===== src/rtl/vga_blinken_grid_pkg.sv =====
// Package for vga_blinken_grid.
// Holds the display timing constants used by the grid renderer, the LFSR taps,
// the default lamp colours, the S1 pipeline record and small helper functions.
package vga_blinken_grid_pkg;

    // 640x480 timing: the first blank line follows the last visible one.
    localparam int unsigned VGA_RES_V      = 480;
    // Inactive sync levels. Both syncs are active-low in this mode, so they idle high.
    localparam logic        VGA_SYNC_H_POL = 1'b1;
    localparam logic        VGA_SYNC_V_POL = 1'b1;

    // Galois LFSR taps, shift-right form.
    localparam logic [15:0] LFSR_TAPS      = 16'hB400;

    // Default colours, RGB444.
    localparam logic [11:0] DEF_COLOR_ON   = 12'hF80;
    localparam logic [11:0] DEF_COLOR_OFF  = 12'h210;
    localparam logic [11:0] DEF_COLOR_GRID = 12'h444;

    // Everything the second stage needs about one input pixel.
    typedef struct packed {
        logic [7:0] col;
        logic [7:0] row;
        logic       in_image;
        logic       gridline;
        logic       sync_h;
        logic       sync_v;
    } s1_t;

    function automatic logic [15:0] lfsr_next(input logic [15:0] l);
        return (l >> 1) ^ (l[0] ? LFSR_TAPS : 16'h0000);
    endfunction

    // Cell coordinate saturated to 8 bits, so a huge location can never
    // wrap around into a valid cell.
    function automatic logic [7:0] cell_coord(input logic [12:0] loc, input int unsigned shift);
        logic [12:0] c;
        c = loc >> shift;
        return (|c[12:8]) ? 8'hFF : c[7:0];
    endfunction

endpackage


===== src/rtl/vga_blinken_grid_lfsr16.sv =====
// blinken_lfsr16: 16-bit Galois LFSR that advances one step when 'step' is high.
// Ports:
//   PIXEL_CLK  pixel clock
//   RESET      synchronous, active-high; loads seed (a zero seed loads 16'h0001)
//   step       advance the register by one state
//   seed       reset value
//   value      current LFSR state
module blinken_lfsr16
    import vga_blinken_grid_pkg::*;
(
    input  logic        PIXEL_CLK,
    input  logic        RESET,
    input  logic        step,
    input  logic [15:0] seed,
    output logic [15:0] value
);

    always_ff @(posedge PIXEL_CLK) begin
        if (RESET) begin
            // The all-zero state is a fixed point of the LFSR; never start there.
            value <= (seed == '0) ? 16'h0001 : seed;
        end else if (step) begin
            value <= lfsr_next(value);
        end
    end

endmodule


===== src/rtl/vga_blinken_grid.sv =====
// vga_blinken_grid: pixel generator that sits directly behind vga_sync.
// Renders a GRID_W x GRID_H grid of lamp cells; one pseudo-random lamp toggles
// every FRAMES_PER_STEP frames. Two-stage pipeline, syncs delayed to match rgb.
// Ports:
//   PIXEL_CLK   pixel clock shared with vga_sync
//   RESET       synchronous, active-high
//   locX, locY  vga_sync counters
//   in_image    vga_sync visible-area flag
//   sync_h_in   horizontal sync, polarity already applied
//   sync_v_in   vertical sync, polarity already applied
//   rgb         {R,G,B} 4 bits each, 0 outside the image
//   sync_h      sync_h_in delayed 2 cycles
//   sync_v      sync_v_in delayed 2 cycles
//   frame_tick  one-cycle pulse per frame, the cycle after the first blank line starts
module vga_blinken_grid
    import vga_blinken_grid_pkg::*;
#(
    parameter int unsigned CELL_SHIFT      = 5,
    parameter int unsigned GRID_W          = 20,
    parameter int unsigned GRID_H          = 15,
    parameter int unsigned FRAMES_PER_STEP = 8,
    parameter logic [15:0] LFSR_SEED       = 16'hACE1,
    parameter logic [11:0] COLOR_ON        = DEF_COLOR_ON,
    parameter logic [11:0] COLOR_OFF       = DEF_COLOR_OFF,
    parameter logic [11:0] COLOR_GRID      = DEF_COLOR_GRID
) (
    input  logic        PIXEL_CLK,
    input  logic        RESET,
    input  logic [12:0] locX,
    input  logic [12:0] locY,
    input  logic        in_image,
    input  logic        sync_h_in,
    input  logic        sync_v_in,
    output logic [11:0] rgb,
    output logic        sync_h,
    output logic        sync_v,
    output logic        frame_tick
);

    localparam int unsigned NCELLS    = GRID_W * GRID_H;
    localparam int unsigned IDX_W     = (NCELLS > 1) ? $clog2(NCELLS) : 1;
    localparam logic [12:0] CELL_MASK = 13'((1 << CELL_SHIFT) - 1);

    s1_t               s1;
    logic [NCELLS-1:0] lamps;
    logic [15:0]       frame_cnt;
    logic [15:0]       lfsr_q;
    logic [8:0]        lfsr_nx_lo;
    logic              frame_evt;
    logic              step;

    logic [7:0]        t_col;
    logic [7:0]        t_row;
    logic              t_hit;
    logic [IDX_W-1:0]  t_idx;

    logic              rd_hit;
    logic [IDX_W-1:0]  rd_idx;
    logic [11:0]       pix_c;

    assign frame_evt = (locX == '0) && (locY == 13'(VGA_RES_V));
    assign step      = frame_evt && (frame_cnt == 16'(FRAMES_PER_STEP - 1));

    blinken_lfsr16 u_lfsr (
        .PIXEL_CLK (PIXEL_CLK),
        .RESET     (RESET),
        .step      (step),
        .seed      (LFSR_SEED),
        .value     (lfsr_q)
    );

    // The lamp to toggle is addressed by the state the LFSR is stepping into,
    // so the selection is taken from the next value, not the registered one.
    assign lfsr_nx_lo = 9'(lfsr_next(lfsr_q));

    always_comb begin
        t_col = {3'b000, lfsr_nx_lo[4:0]};
        t_row = {4'b0000, lfsr_nx_lo[8:5]};
        t_hit = (t_col < 8'(GRID_W)) && (t_row < 8'(GRID_H));
        t_idx = '0;
        if (t_hit) begin
            t_idx = IDX_W'(32'(t_row) * GRID_W + 32'(t_col));
        end
    end

    // Stage 1: cell coordinates, gridline flag, visible flag and syncs.
    always_ff @(posedge PIXEL_CLK) begin
        if (RESET) begin
            s1.col      <= '0;
            s1.row      <= '0;
            s1.in_image <= 1'b0;
            s1.gridline <= 1'b0;
            s1.sync_h   <= VGA_SYNC_H_POL;
            s1.sync_v   <= VGA_SYNC_V_POL;
        end else begin
            s1.col      <= cell_coord(locX, CELL_SHIFT);
            s1.row      <= cell_coord(locY, CELL_SHIFT);
            s1.in_image <= in_image;
            s1.gridline <= ((locX & CELL_MASK) == '0) || ((locY & CELL_MASK) == '0);
            s1.sync_h   <= sync_h_in;
            s1.sync_v   <= sync_v_in;
        end
    end

    // Stage 2 colour select; the range test guards the lamp read.
    always_comb begin
        rd_hit = s1.in_image && (s1.col < 8'(GRID_W)) && (s1.row < 8'(GRID_H));
        rd_idx = '0;
        pix_c  = '0;
        if (rd_hit) begin
            rd_idx = IDX_W'(32'(s1.row) * GRID_W + 32'(s1.col));
            if (s1.gridline) begin
                pix_c = COLOR_GRID;
            end else if (lamps[rd_idx]) begin
                pix_c = COLOR_ON;
            end else begin
                pix_c = COLOR_OFF;
            end
        end
    end

    always_ff @(posedge PIXEL_CLK) begin
        if (RESET) begin
            rgb        <= '0;
            sync_h     <= VGA_SYNC_H_POL;
            sync_v     <= VGA_SYNC_V_POL;
            frame_tick <= 1'b0;
        end else begin
            rgb        <= pix_c;
            sync_h     <= s1.sync_h;
            sync_v     <= s1.sync_v;
            frame_tick <= frame_evt;
        end
    end

    // Frame counter and lamp store; updates land in vertical blanking.
    always_ff @(posedge PIXEL_CLK) begin
        if (RESET) begin
            frame_cnt <= '0;
            lamps     <= '0;
        end else if (frame_evt) begin
            if (step) begin
                frame_cnt <= '0;
                if (t_hit) begin
                    lamps[t_idx] <= ~lamps[t_idx];
                end
            end else begin
                frame_cnt <= frame_cnt + 16'd1;
            end
        end
    end

endmodule


===== config.mk =====
export PLATFORM = sky130hd
export DESIGN_NAME = vga_blinken_grid
export DESIGN_NICKNAME = d
export VERILOG_FILES = /design/src/rtl/vga_blinken_grid_pkg.sv /design/src/rtl/vga_blinken_grid_lfsr16.sv /design/src/rtl/vga_blinken_grid.sv
export SDC_FILE = /design/constraint.sdc
export NUM_CORES = 1
export LEC_CHECK = 0
export BUFFER_PORTS_ARGS = -buffer_cell sky130_fd_sc_hd__buf_4
export CELL_PAD_IN_SITES_DETAIL_PLACEMENT = 0
export CELL_PAD_IN_SITES_GLOBAL_PLACEMENT = 1
export CORE_UTILIZATION = 44
export DETAILED_ROUTE_END_ITERATION = 8
export PLACE_DENSITY_LB_ADDON = 0.1
export SYNTH_ARGS = -nofsm -noshare
export SYNTH_HDL_FRONTEND = slang
export SYNTH_HIERARCHICAL = 1
export SYNTH_SLANG_ARGS = --single-unit
export TNS_END_PERCENT = 10

===== constraint.sdc =====
create_clock -name PIXEL_CLK -period 7.28 [get_ports PIXEL_CLK]
set_input_delay 0.364 -clock PIXEL_CLK [delete_from_list [all_inputs] [get_ports PIXEL_CLK]]
set_output_delay 0.364 -clock PIXEL_CLK [all_outputs]
set_load 0.01 [all_outputs]

==> results.yml, run 1 <==
critical_path:
  r2r-end: "lamps[28]"
  crit_end: "lamps[28]"
  critPathBufInv: 1
  worstSetupPathType: "reg -> reg"
  worstSetupEndpointType: "register"
  critPathMaxStageDelay_ns: 1.12
  cp_slowest_cell: "fa_1"
  start_kind: "register"
  path_delay_family: "compound AO/OA/AOI/OAI gates"
  r2r_slack_ns: 1.61
  required_ns: 7.74
  worst-path-max-fanout: 60
  crit_cells: 10
  cp-startpoint: "u_lfsr/value[6]"
  arrival_ns: 6.13
  worstPathCellList: "ha_1, fa_1, nor2_1, a211oi_4, o22ai_1, o31a_1, o41ai_2, nand3_4, buf_4, o31a_1"
  crit_top_cell: "o31a_1"
  r2r-start: "u_lfsr/value[6]"
  ff2ff_path_depth: 10
synth:
  netlist_instances: 2299
  ys_types: 82
  synth_fa_ha_area_frac: 0.0161
  synthSimpleGateAreaFrac: 0.153
  synth_top_family_by_area: "compound AO/OA/AOI/OAI gates"
  synthesis.area_sq_um: 21200
  async_flop_share: 0
  synth_edf_count: 16
  synth.area.top_cells: "dfxtp_1 32%, mux4_2 12%, o31a_1 6.6%, a21oi_1 4.7%, nor2_1 3.9%"
  synth_area_per_cell_sq_um: 9.24
  synth-main-ff-cell: "dfxtp_1"
  yosys.area_share.xor_xnor: 0.0120
  ys_ff_latch: 360
  synth_compound_area_frac: 0.254
  ys_seq_area_frac: 0.347
  yosys.area.top_type: "dfxtp_1"
  yosysWarnings: 6
  netlist.area_leader.share: 0.324
  synth_mux_area_frac: 0.156
timing:
  holdWs_ns: 0.0237
  fin_setup_tns_ns: 0
  worst_slack_ns: 1.61
  slew-limit-headroom: 0.191
  slew_violations: 0
  finalCritPeriodShare: 0.779
  layout_min_cycle_time_ns: 5.67
  fmax_mhz: 176
  hold_viol_final: 0
  tightest_slew_ns: 1.21
  rsz0062_at_grt: "no"
  setup_viol_count_final: 0
  skew_ns: 0.0249
power_and_ir_drop:
  p_per_area_nw_per_um2: 223
  leakagePower_nw: 7.80
  irDropWorstVdd_mv: 0.157
placement:
  gp_congestion: 0.960
  place_ws_ns: 1.79
  portBuffers: 41
  dpl.cell_count: 2813
  hpwl_um: 53700
layout:
  final_cells: 2895
  fill_cells: 4471
  multi_input_area_sq_um: 12800
  diodes: 0
  syn_to_final_growth_pct: 10.2
  final_layout_size_suffix_gt1_frac: 0.166
  nNetsFinal: 2306
  post-route-util: 0.491
  area.sequential_sq_um: 7370
grt:
  grt_pass1_vias: 18291
  grt-ovfl-total: 0
  grt_pass1_wl_um: 123000
  antenna_found_initial: 0
  grt_max_degree: 91
  track_usage: 0.335
die:
  start_util: 0.446
  die_h_um: 222
  core_area_sq_um: 47600
  dieWidth_um: 222
  ios: 46
  dieArea_sq_um: 49200
  fp-row-count: 80
clocking:
  clock_path_buffers: 3
  cts_setup_buffers: 0
  cts_tree: "done"
  clk_latency_ns: 0.59
  cts_sinks: 360
  clockRootBuffer: "clkbuf_16"
  postCtsHoldBufs: 7
  cts_max_level: 2
  cts_buffers: 43
  clk_pin_slew_ns: 0.06
  cts.repair.resized: 0
run_status:
  status: "complete, no violations"
routing:
  drc: 0
  drtPass1Iterations: 6
  first_iter_violations: 2540
  vias: 19554
  ant_nets: 0
  drt-total-wl_um: 83900
  drt-vias-per-instance: 6.75
  routedWlPerCell_um: 29.0
job:
  maxCapViolations: 0
hold_path:
  hold_class: "in -> reg"
[per-stage QoR]
step | instance area, sq um | power, W
2_1_floorplan | 21400 | 0.00275
3_3_place_gp | 22000 | 0.00306
3_5_place_dp | 22000 | 0.00307
4_1_cts | 23400 | 0.00521
5_1_grt | 23400 | 0.00536
6_report | 23400 | 0.00522
[routing by layer]
metal / vias up / track usage / wire, um
met5: - / 0 / 0
met4: 0 / 0.171 / 4360
met3: 224 / 0.0623 / 7820
met2: 1061 / 0.492 / 36000
met1: 9619 / 0.469 / 35700
li1: 8650 / - / -
[area by class of cell]
class	count	area share
sequential	360	0.315
multi-input combinational	1700	0.548
tap	615	0.0329
inverter	19	0.00305
clock buffer	65	0.0560
clock inverter	10	0.00299
timing repair buffer	126	0.0415
[synthesized netlist by cell type, types with 18 or more instances]
| master | n |
|---|---|
| a22oi_1 | 23 |
| o21a_1 | 18 |
| nand4_1 | 18 |
| nand2_1 | 67 |
| a31oi_1 | 79 |
| o31ai_1 | 61 |
| mux2i_1 | 49 |
| mux2_2 | 27 |
| a21oi_1 | 199 |
| o21ai_0 | 142 |
| clkbuf_1 | 142 |
| dfxtp_1 | 344 |
| mux4_2 | 112 |
| nor3_1 | 23 |
| inv_1 | 18 |
| nor2b_1 | 82 |
| buf_4 | 21 |
| o22ai_1 | 30 |
| o31a_1 | 161 |
| ha_1 | 21 |
| nor2_1 | 220 |
| buf_2 | 61 |
| nand3_1 | 103 |
[cell usage in the layout, fill, tap and decap left out, types with 10 or more instances in the layout]
master     synthesis  layout
inv_1             18      18
nor4_4             9      17
nor2b_1           82      82
mux2i_1           49      49
a22oi_1           23      23
ha_1              21      21
clkbuf_8           0      11
clkbuf_16          0      45
a21oi_1          199     199
o21ai_0          142     142
nand2_1           67      66
nor3_1            23      23
o21a_1            18      18
o31a_1           161     161
xor2_1            12      12
conb_1             2      36
a2111oi_0         10      10
nor2_1           220     220
o22ai_1           30      30
nand3_1          103     102
mux2_2            27      27
or3_1             10      10
mux4_2           112     112
edfxtp_1          16      16
xnor2_1           17      17
dfxtp_1          344     342
nand4_1           18      18
o31ai_1           61      61
a31oi_1           79      79
buf_4             21     118
[worst min path at each step]
stage	from	end	slack, ns	depth (start not counted)
after global placement	s1[0]	sync_v	0.40	1
final	locX[5]	s1[12]	0.02	2
after floorplan	s1[1]	sync_h	0.39	1
after CTS	locX[5]	s1[12]	0.0007	2
after detailed placement	s1[0]	sync_v	0.40	1
after global routing	locX[5]	s1[12]	0.03	2
[power by group]
part | leakage [nW] | switching [W] | internal [W] | total (W)
clock | 0.684 | 0.000885 | 0.00127 | 0.00215
combinational | 4.18 | 0.000797 | 0.000246 | 0.00104
sequential | 2.93 | 0.0000258 | 0.00200 | 0.00203
total | 7.80 | 0.00171 | 0.00351 | 0.00522
[sequential cells by signal, indices dropped and copies added, names as in the netlist]
register and cells:
frame_cnt 16, frame_tick 1, lamps 300, rgb 5, s1 20, sync_h 1
sync_v 1, u_lfsr/value 16
[kinds of logic (layout without fill, tap and decap cells)]
group	Yosys count	in the layout
flip-flops	360	360
adder cells (fa/ha/maj)	25	25
multiplexers	188	188
buffers and inverters	273	220
AO/OA/AOI/OAI	809	809
AND/OR/NAND/NOR	613	613
other	2	36
XOR/XNOR	29	29
Power figures use the tool's default switching activity.
==> inputs of run 2 (changes only) <==
==> constraint.sdc (replaced) <==
create_clock -name PIXEL_CLK -period 5.09 [get_ports PIXEL_CLK]
set_input_delay 0.2545 -clock PIXEL_CLK [delete_from_list [all_inputs] [get_ports PIXEL_CLK]]
set_output_delay 0.2545 -clock PIXEL_CLK [all_outputs]
set_load 0.01 [all_outputs]
==> run 2 against run 1 <==
Compared with the run above:
- routed wire length up 0.22%
- maximum frequency up 23%
- sequential cell count unchanged
- die area unchanged
- register-to-register slack worse by 1.1 ns
- worst setup slack worse by 1.1 ns
- highest routed layer is now met5
- first-iteration DRC count down 7.5%
- cell area up 2.1%
- non-clock buffer count up 44
- core utilization up 1.0 points
- worst hold slack better by 0.0096 ns
==> results.yml, run 2 (synthesized netlist as in run 1, its figures left out) <==
run_status:
  status: "complete, no violations"
job:
  maxCapViolations: 0
layout:
  layout_common_cells: "342 x dfxtp_1, 220 x nor2_1, 199 x a21oi_1"
  mostFrequentLayoutCell: "dfxtp_1"
  final_layout_size_suffix_gt1_frac: 0.176
  largest-register: "lamps"
  reg.largest.list: "lamps (300), s1 (20)"
  largest_reg_flops: 300
  nNetsFinal: 2350
  syn_to_final_growth_pct: 12.5
power_and_ir_drop:
  totalPowerFinal_w: 0.00758
  leakagePower_nw: 8.04
  p_per_area_nw_per_um2: 317
  irDropWorstVdd_mv: 0.297
timing:
  tightest_slew_ns: 1.27
  finalCritPeriodShare: 0.908
  slew-limit-headroom: 0.150
  fin_setup_tns_ns: 0
  slew_violations: 0
  setup_viol_count_final: 0
  worst_slack_ns: 0.466
  layout_min_cycle_time_ns: 4.62
  rsz0062_at_grt: "no"
  fmax_mhz: 216
  skew_ns: 0.0208
  hold_viol_final: 0
clocking:
  cts_max_level: 2
  cts_sinks: 360
  cts_tree: "done"
  clk_pin_slew_ns: 0.06
  cts.repair.resized: 0
  clockRootBuffer: "clkbuf_16"
  cts_buffers: 43
  clk_latency_ns: 0.59
  cts_setup_buffers: 0
  clock_path_buffers: 3
die:
  ios: 46
  fp-row-count: 80
  start_util: 0.446
  dieWidth_um: 222
  die_h_um: 222
  dieArea_sq_um: 49200
  core_area_sq_um: 47600
grt:
  antenna_found_initial: 2
  grt_pass1_vias: 18673
  grt_pass1_wl_um: 124000
  grt_max_degree: 145
  track_usage: 0.337
  grt-ovfl-total: 0
placement:
  place_ws_ns: 0.652
  portBuffers: 41
  gp_congestion: 0.968
  hpwl_um: 53100
routing:
  drt-vias-per-instance: 6.69
  ant_nets: 0
  routedWlPerCell_um: 28.6
  first_iter_violations: 2350
  drt-total-wl_um: 84100
  drtPass1Iterations: 6
  vias: 19691
  drc: 0
critical_path:
  arrival_ns: 5.15
  start_kind: "register"
  worstSetupEndpointType: "register"
  required_ns: 5.61
  worst-path-max-fanout: 81
  worstSetupPathType: "reg -> reg"
hold_path:
  hold_class: "in -> reg"
## run 2: changes by cell type in the layout (fill, tap and decap cells not counted), sizes merged
cell,before,now
clkinvlp,0,1
diode,0,2
clkbuf,65,72
dlygate4sd3,7,21
buf,119,149
clkinv,9,3
## run 2: worst paths after layout
path                   start         to  slack (ns)  depth (start not counted)
max          u_lfsr/value[9]  lamps[14]        0.47                         11
min                  locX[1]      s1[2]        0.03                          4
max reg2reg  u_lfsr/value[9]  lamps[14]        0.47                         11
min reg2reg            s1[0]     sync_v        0.41                          1
## run 2: routing by layer
metal | routed length (um) | vias up | GRT usage
met3 | 8060 | 239 | 0.0714
met1 | 35600 | 9709 | 0.466
met5 | 8 | - | 0
met4 | 4120 | 2 | 0.170
li1 | - | 8734 | -
met2 | 36300 | 1007 | 0.496
## run 2: report_power, final
| group | switching (W) | leakage, nW | internal, W | total (W) |
|---|---|---|---|---|
| Combinational | 0.00115 | 4.41 | 0.000392 | 0.00154 |
| Clock | 0.00128 | 0.696 | 0.00187 | 0.00315 |
| Sequential | 0.0000321 | 2.93 | 0.00286 | 0.00289 |
| Total | 0.00246 | 8.04 | 0.00512 | 0.00758 |
## run 2: cell type report
class,count,area [sq um]
Antenna cell,2,5.00
Clock buffer,72,1370
Clock inverter,5,52.6
Fill cell,4462,23700
Inverter,19,71.3
Multi-Input combinational cell,1700,12800
Sequential cell,360,7370
Tap cell,615,769
Timing Repair Buffer,170,1420
## run 2: timing repair
item / in CTS / in global routing
hold buffers: 21 / 0
setup endpoints to repair: 0 / 0
endpoints found under the hold margin: 20 / 0
## run 2: metrics by stage
step | cell area (sq um) | utilization | std cells | hold WS [ns]
after detailed placement | 22300 | 0.467 | 2843 | 0.400
after global placement | 22300 | 0.467 | 2843 | 0.393
after floorplan | 21400 | - | 2333 | 0.358
after CTS | 23900 | 0.502 | 2941 | 0.0112
final | 23900 | 0.502 | 2943 | 0.0333
after global routing | 23900 | 0.502 | 2941 | 0.0823
## run 2: worst max-delay path: stages, from the launching register on
cell,delay [ns]
edfxtp_1,0.57
ha_1,0.36
ha_1,0.22
fa_1,0.46
xnor2_1,0.47
o21ai_0,0.32
a21bo_2,0.32
a21oi_1,0.44
o41ai_1,0.24
nand3_4,0.12
buf_4,0.76
o31a_1,0.23
